$ cat src/rtl/i2c_slave_ctrl.sv
// I2C slave transaction controller: detects START/STOP, frames 9-bit byte slots,
// checks the device address and turns written bytes into register-write strobes.
module i2c_slave_ctrl #(
  parameter logic [6:0] DEV_ADDR = 7'h50
) (
  input  logic       clk,
  input  logic       rst,
  input  logic       scl_i,
  input  logic       sda_i,
  input  logic [7:0] byte_data,
  output logic       byte_en,
  output logic [7:0] reg_addr,
  output logic [7:0] wr_data,
  output logic       wr_valid,
  output logic       busy
);

  typedef enum logic [2:0] {
    S_IDLE,
    S_ADDR,
    S_REG,
    S_DATA,
    S_IGNORE
  } state_t;

  state_t     state_q, state_d;
  logic       scl_q, scl_qq, sda_q, sda_qq;
  logic [3:0] bit_cnt_q, bit_cnt_d;
  logic       byte_en_q, byte_en_d;
  logic [7:0] reg_addr_q, reg_addr_d;
  logic [7:0] wr_data_q, wr_data_d;
  logic       wr_valid_q, wr_valid_d;
  logic       busy_q, busy_d;

  logic scl_rise, scl_fall, start_det, stop_det, addr_ok;

  assign scl_rise  = scl_q & ~scl_qq;
  assign scl_fall  = ~scl_q & scl_qq;
  assign start_det = scl_q & scl_qq & sda_qq & ~sda_q;
  assign stop_det  = scl_q & scl_qq & ~sda_qq & sda_q;
  assign addr_ok   = (byte_data[7:1] == DEV_ADDR) && !byte_data[0];

  always_comb begin
    state_d    = state_q;
    bit_cnt_d  = bit_cnt_q;
    byte_en_d  = (state_q == S_ADDR) || (state_q == S_REG) || (state_q == S_DATA);
    // Pointer advances the cycle after each write strobe.
    reg_addr_d = wr_valid_q ? reg_addr_q + 8'd1 : reg_addr_q;
    wr_data_d  = wr_data_q;
    wr_valid_d = 1'b0;
    busy_d     = busy_q;

    if (start_det) begin
      state_d   = S_ADDR;
      bit_cnt_d = 4'd0;
      byte_en_d = 1'b0;
    end else if (stop_det) begin
      state_d   = S_IDLE;
      bit_cnt_d = 4'd0;
      byte_en_d = 1'b0;
      busy_d    = 1'b0;
    end else begin
      case (state_q)
        S_ADDR, S_REG, S_DATA: begin
          if (scl_rise && (bit_cnt_q < 4'd9)) begin
            bit_cnt_d = bit_cnt_q + 4'd1;
            // 8th rise: last address bit already latched by the receiver.
            if ((state_q == S_ADDR) && (bit_cnt_q == 4'd7)) begin
              if (addr_ok) begin
                busy_d = 1'b1;
              end else begin
                state_d   = S_IGNORE;
                byte_en_d = 1'b0;
                busy_d    = 1'b0;
              end
            end
            if (bit_cnt_q == 4'd8) begin
              if (state_q == S_REG) begin
                reg_addr_d = byte_data;
              end else if (state_q == S_DATA) begin
                wr_data_d  = byte_data;
                wr_valid_d = 1'b1;
              end
            end
          end else if (scl_fall && (bit_cnt_q == 4'd9)) begin
            // Slot boundary: one-cycle enable drop clears the receiver's counter.
            bit_cnt_d = 4'd0;
            byte_en_d = 1'b0;
            if (state_q == S_ADDR) begin
              state_d = S_REG;
            end else if (state_q == S_REG) begin
              state_d = S_DATA;
            end
          end
        end
        default: begin
        end
      endcase
    end
  end

  always_ff @(posedge clk) begin
    if (rst) begin
      state_q    <= S_IDLE;
      scl_q      <= 1'b1;
      scl_qq     <= 1'b1;
      sda_q      <= 1'b1;
      sda_qq     <= 1'b1;
      bit_cnt_q  <= 4'd0;
      byte_en_q  <= 1'b0;
      reg_addr_q <= 8'h00;
      wr_data_q  <= 8'h00;
      wr_valid_q <= 1'b0;
      busy_q     <= 1'b0;
    end else begin
      state_q    <= state_d;
      scl_q      <= scl_i;
      scl_qq     <= scl_q;
      sda_q      <= sda_i;
      sda_qq     <= sda_q;
      bit_cnt_q  <= bit_cnt_d;
      byte_en_q  <= byte_en_d;
      reg_addr_q <= reg_addr_d;
      wr_data_q  <= wr_data_d;
      wr_valid_q <= wr_valid_d;
      busy_q     <= busy_d;
    end
  end

  assign byte_en  = byte_en_q;
  assign reg_addr = reg_addr_q;
  assign wr_data  = wr_data_q;
  assign wr_valid = wr_valid_q;
  assign busy     = busy_q;

endmodule

$ cat config.mk
export PLATFORM = sky130hd
export DESIGN_NAME = i2c_slave_ctrl
export DESIGN_NICKNAME = d
export VERILOG_FILES = /design/src/rtl/i2c_slave_ctrl.sv
export SDC_FILE = /design/constraint.sdc
export NUM_CORES = 1
export LEC_CHECK = 0
export ABC_AREA = 1
export CAP_MARGIN = 20
export CORE_ASPECT_RATIO = 1.1
export CORE_MARGIN = 1
export CORE_UTILIZATION = 45
export DETAILED_ROUTE_END_ITERATION = 7
export GPL_ROUTABILITY_DRIVEN = 1
export PLACE_DENSITY = 0.77
export SLEW_MARGIN = 20
export SYNTH_ARGS = -nofsm -noshare
export SYNTH_HDL_FRONTEND = slang
export SYNTH_SLANG_ARGS = --single-unit
$ cat constraint.sdc
create_clock -name clk -period 2.7 [get_ports clk]
set_input_delay 0.675 -clock clk [delete_from_list [all_inputs] [get_ports clk]]
set_output_delay 0.675 -clock clk [all_outputs]
set_load 0.02 [all_outputs]
Word-level counts from Yosys, hierarchy flattened
Cells that the tools add are included.
- $add $sub $neg: 2
- order comparisons: 1
- eq/ne operators: 11
- mux-type cells: 29
- bitwise operators: 17
- reductions and logical operators: 23
- operators by type and width (cell ; number):
    $mux W8 ; 7
    $mux W3 ; 6
    $mux W1 ; 14
    $not A1 Y1 ; 10
    $reduce_and A5 Y1 ; 2
    $add A8 B1 Y8 const B ; 1
    $eq A4 B4 Y1 const B ; 2
    $mux W4 ; 2
    $reduce_bool A2 Y1 ; 4
    $and A1 B1 Y1 ; 7
    $eq A7 B7 Y1 const B ; 1
    $reduce_and A7 Y1 ; 1
    $reduce_or A7 Y1 ; 1
    $eq A3 B2 Y1 const B ; 2
    $reduce_bool A3 Y1 ; 2
    $reduce_or A3 Y1 ; 2
    $reduce_bool A5 Y1 ; 1
    $add A4 B1 Y4 const B ; 1
    $eq A4 B3 Y1 const B ; 1
    $logic_and A1 B1 Y1 ; 4
    $lt A4 B4 Y1 const B ; 1
    $ne A4 B3 Y1 const B ; 1
    $ne A4 B4 Y1 const B ; 1
    $reduce_and A4 Y1 ; 1
    7 further kinds ; 8
- register bits after elaboration: 30
- output and inout bits: 19
- word-level logic and storage cells: 95

Longest topological paths before layout
- depth in word-level cells: 8
- depth in mapped cells: 12
- depth with buffers taken out: 12

Least setup slack after synthesis
OpenSTA, ideal clock, no wires.
- path type: register to register
- from: register bit_cnt_q[0]
- to: register reg_addr_q[5], in the netlist reg_addr[5]
- arrival time: 1319 ps
- required time: 2580 ps
- setup slack: 1261 ps
- cell stages (with the launch flop): 11
- path buffers: 1
- path through: dfxtp_1 > inv_1 > ha_1 > nand2_2 > nor2_2 > nand3_2 > nor2_4 > inv_2 > buf_6 > o21ai_1 > a21oi_1
- word-level cells in the longest chain between the ends: 6
- elaborated cells on any way between the ends: 8
- those cells by class: order compare: 1; eq/ne: 1; mux: 5; reduce/logical: 1
- ends and longest elaborated chain (what ; line ; text):
    start: declaration ; 28 ; logic [3:0] bit_cnt_q, bit_cnt_d;
    start signal: assignment ; 121 ; bit_cnt_q <= bit_cnt_d;
    $lt A4 B4 Y1 or $eq A4 B4 Y1 (tied branches) ; 65, 77 ;
    $logic_and A1 B1 Y1 or $mux W8 (tied branches) ; 65, 77 ;
    $mux W8 * ; 65 ; if (scl_rise && (bit_cnt_q < 4'd9)) begin
    $mux W8 * ; 63 ; case (state_q)
    $mux W8 * ; 57 ; end else if (stop_det) begin
    $mux W8 * ; 53 ; if (start_det) begin
    end signal: assignment ; 123 ; reg_addr_q <= reg_addr_d;
    end: declaration ; 30 ; logic [7:0] reg_addr_q, reg_addr_d;
Mark *: on every way between the ends. The rest lies on a longest branch, timed or not.
A chain may end at the register's enable or synchronous reset.

Worst setup path in the final report
- from: register wr_valid_q, in the netlist wr_valid
- to: output port wr_valid
- RTL lines (what ; line ; text):
    start: declaration ; 32 ; logic wr_valid_q, wr_valid_d;
    start signal: assignment ; 125 ; wr_valid_q <= wr_valid_d;
    end: declaration ; 14 ; output logic wr_valid,
No word-level cell between the ends.

==> summary.txt <==
STA
  • Final setup skew: 0.00867 ns
  • Setup TNS: 0 ns
  • Minimum clock period: 2.09 ns
  • RSZ-0062 raised after global routing: no
  • Max Freq: 477 MHz
  • Worst Max-Slew Pin Slew: 0.274 ns
  • # setup viols final: 0
  • Final slew viol count: 0
  • Hold violation count in the final report: 0
  • Tcrit/Tclk final: 77.6%
  • Worst rel slew slack: 81.6%

CTS
  • CTS Root Cell: clkbuf_4
  • CTS tree: built
  • CTS clk-pin slew, worst paths: 0.09 ns
  • Clock tree buffer depth: 2
  • Setup bufs post-CTS: 0
  • Clk Latency, worst-skew pair: 0.32 ns
  • Number of gates resized after CTS: 0
  • # clock sinks: 30
  • CTS buffer count: 5
  • H-tree levels: 2
  • Post-CTS Hold Buffers: 0

Floorplan
  • Initial Util: 48.4%
  • Top Ports: 31
  • Rows: 21
  • Die W: 57.3 um
  • CORE AREA: 3130 um^2
  • DIE AREA: 3600 um^2
  • Die H: 62.8 um

Final layout
  • Layout cells sized above 1: 13.2%
  • Final nets: 249
  • ANT cells: 0
  • P&R area growth vs syn: 25.3%

Routing
  • DR iter-0 viols: 52
  • Pre-antenna DRT Iters: 6
  • DRC viols: 5
  • Vias: 1351
  • DR WL/cell: 11.5 um
  • Final ANT Viol Nets: 0
  • Vias per inst: 5.04
  • Total Wirelength: 3080 um

Placed design
  • HPWL Detailed: 2450 um
  • Placer Congestion: 0.779
  • Port bufs: 30

Critical path
  • Slowest CP cell: clkdlybuf4s50_1
  • CP max stage delay: 0.65 ns
  • Worst EP required: 2.03 ns
  • CP cell instances: clkdlybuf4s50_1
  • Critical path type: flip-flop to output port
  • CP Max Fanout: 7
  • CP arrival: 1.42 ns
  • Setup crit end kind: output port
  • Critical path's top delay family: buffers and inverters
  • CP bufs+invs: 1
  • CP startpoint kind: flip-flop

Global route
  • First-pass GRT wire length: 5230 um
  • Gr usage total: 18.6%
  • Largest net degree at the start of global routing: 19
  • Antenna violations before repair: 0
  • Vias in the first global route: 1253
  • GRT Residual Overflow: 0

Yosys
  • Sequential-to-total area share from yosys stat: 39.7%
  • Count leader, synth: dfxtp_1
  • Net Count, Synth: 214
  • Number of synthesized flops with an enable pin: 0
  • Synth cell count leaders: dfxtp_1 (30), inv_1 (29), nand2_1 (28)
  • Netlist cell types: 31
  • Syn_area_per_cell: 7.64 um^2
  • Synth warn: 0
  • Area leader, netlist: dfxtp_1
  • Share of the synthesized area in the top cell type: 39.7%
  • Ys flop type: dfxtp_1
  • Flops & latches, synth: 30
  • Post-Syn Instances: 198
  • Post-synthesis async set-or-reset flop share: 0%
  • Mapped cell area: 1510 um^2
  • Largest cells by area after synthesis: dfxtp_1 (40%), a21oi_1 (8.3%), inv_1 (7.2%), nand2_1 (6.9%), o21ai_0 (4.0%)

Power and ir drop
  • Leak Pwr: 0.736 nW
  • Peak VDD IR: 0.000206 V
  • Total power draw: 0.801 mW
  • Pwr Density: 423 nW/um^2

Run status
  • Outcome: complete, but fails checks
  • Violated checks: DRC

Worst hold path
  • Hold crit path type: flip-flop to flip-flop

Flow run
  • Number of max-cap violations: 0
==> tightest hold or removal path, cell delays in order (launching register included) <==
cell	delay, ns
dfxtp_1	0.32
inv_1	0.04
a21oi_1	0.05
==> through the flow <==
step	hold WS, ns	instance area, um^2	utilization (%)	std cells	setup WS [ns]
global placement	0.427	1840	58.7	260	0.721
detailed placement	0.435	1840	58.7	260	0.737
global route	0.486	1900	60.6	268	0.538
floorplan	0.413	1510	-	198	1.26
finish	0.448	1900	60.6	268	0.605
CTS	0.452	1900	60.6	268	0.584
==> final timing paths <==
| path | depth (start not counted) | slack, ns | end | from |
|---|---|---|---|---|
| setup / recovery | 1 | 0.61 | wr_valid | wr_valid |
| hold / removal | 2 | 0.45 | wr_data[7] | wr_data[7] |
| hold reg to reg | 2 | 0.45 | wr_data[7] | wr_data[7] |
| setup reg to reg | 9 | 1.05 | wr_data[1] | bit_cnt_q[0] |
==> metal layers <==
metal | track usage (%) | vias to the layer above | routed length [um]
li1 | - | 710 | -
met1 | 19.9 | 608 | 1380
met2 | 34.3 | 28 | 1540
met3 | 4.35 | 5 | 136
met4 | 7.32 | 0 | 27
met5 | 0 | - | 0
==> final cells by class <==
| cell class | instances | area (um^2) |
|---|---|---|
| Inverter | 33 | 126 |
| Tap cell | 34 | 42.5 |
| Sequential cell | 30 | 601 |
| Timing Repair Buffer | 31 | 308 |
| Clock inverter | 1 | 5.00 |
| Multi-Input combinational cell | 132 | 758 |
| Clock buffer | 7 | 55.1 |
| Fill cell | 279 | 1230 |
==> flip-flops by register name, summed over array words and instances, names as in the netlist <==
register,flops
wr_data,8
state_q,3
sda_q,1
reg_addr,8
bit_cnt_q,4
scl_qq,1
busy,1
scl_q,1
byte_en,1
sda_qq,1
wr_valid,1
==> cells by family after synthesis <==
logic type	share of synthesized area, %
and+or+nand+nor	28.0
AOI/OAI and AO/OA	15.9
buffers and inverters	10.2
DFF	39.7
xor gates and xnor gates	2.89
adders and majority gates	3.31
==> where the power goes <==
| part | internal (mW) | leakage, nW | total (mW) | switching, mW |
|---|---|---|---|---|
| registers | 0.448 | 0.243 | 0.453 | 0.00510 |
| logic | 0.0332 | 0.458 | 0.0744 | 0.0412 |
| clock network | 0.126 | 0.0353 | 0.274 | 0.148 |
==> cell usage in the layout (no fill, tap or decap), types with 2 or more instances in the layout <==
cell	instances
xor2_1	4
or2_2	3
inv_2	3
clkdlybuf4s50_1	30
nor2_1	13
nand2_4	2
nor3_2	2
o21ai_0	12
dfxtp_1	30
a21oi_1	25
inv_1	29
nand3_1	10
nand2_2	2
o21ai_1	6
and2_1	2
nor3_1	2
nor2_4	2
clkbuf_4	5
nand4_1	4
nor2_2	3
nand2_1	28
ha_1	4
Power figures use the tool's default switching activity.
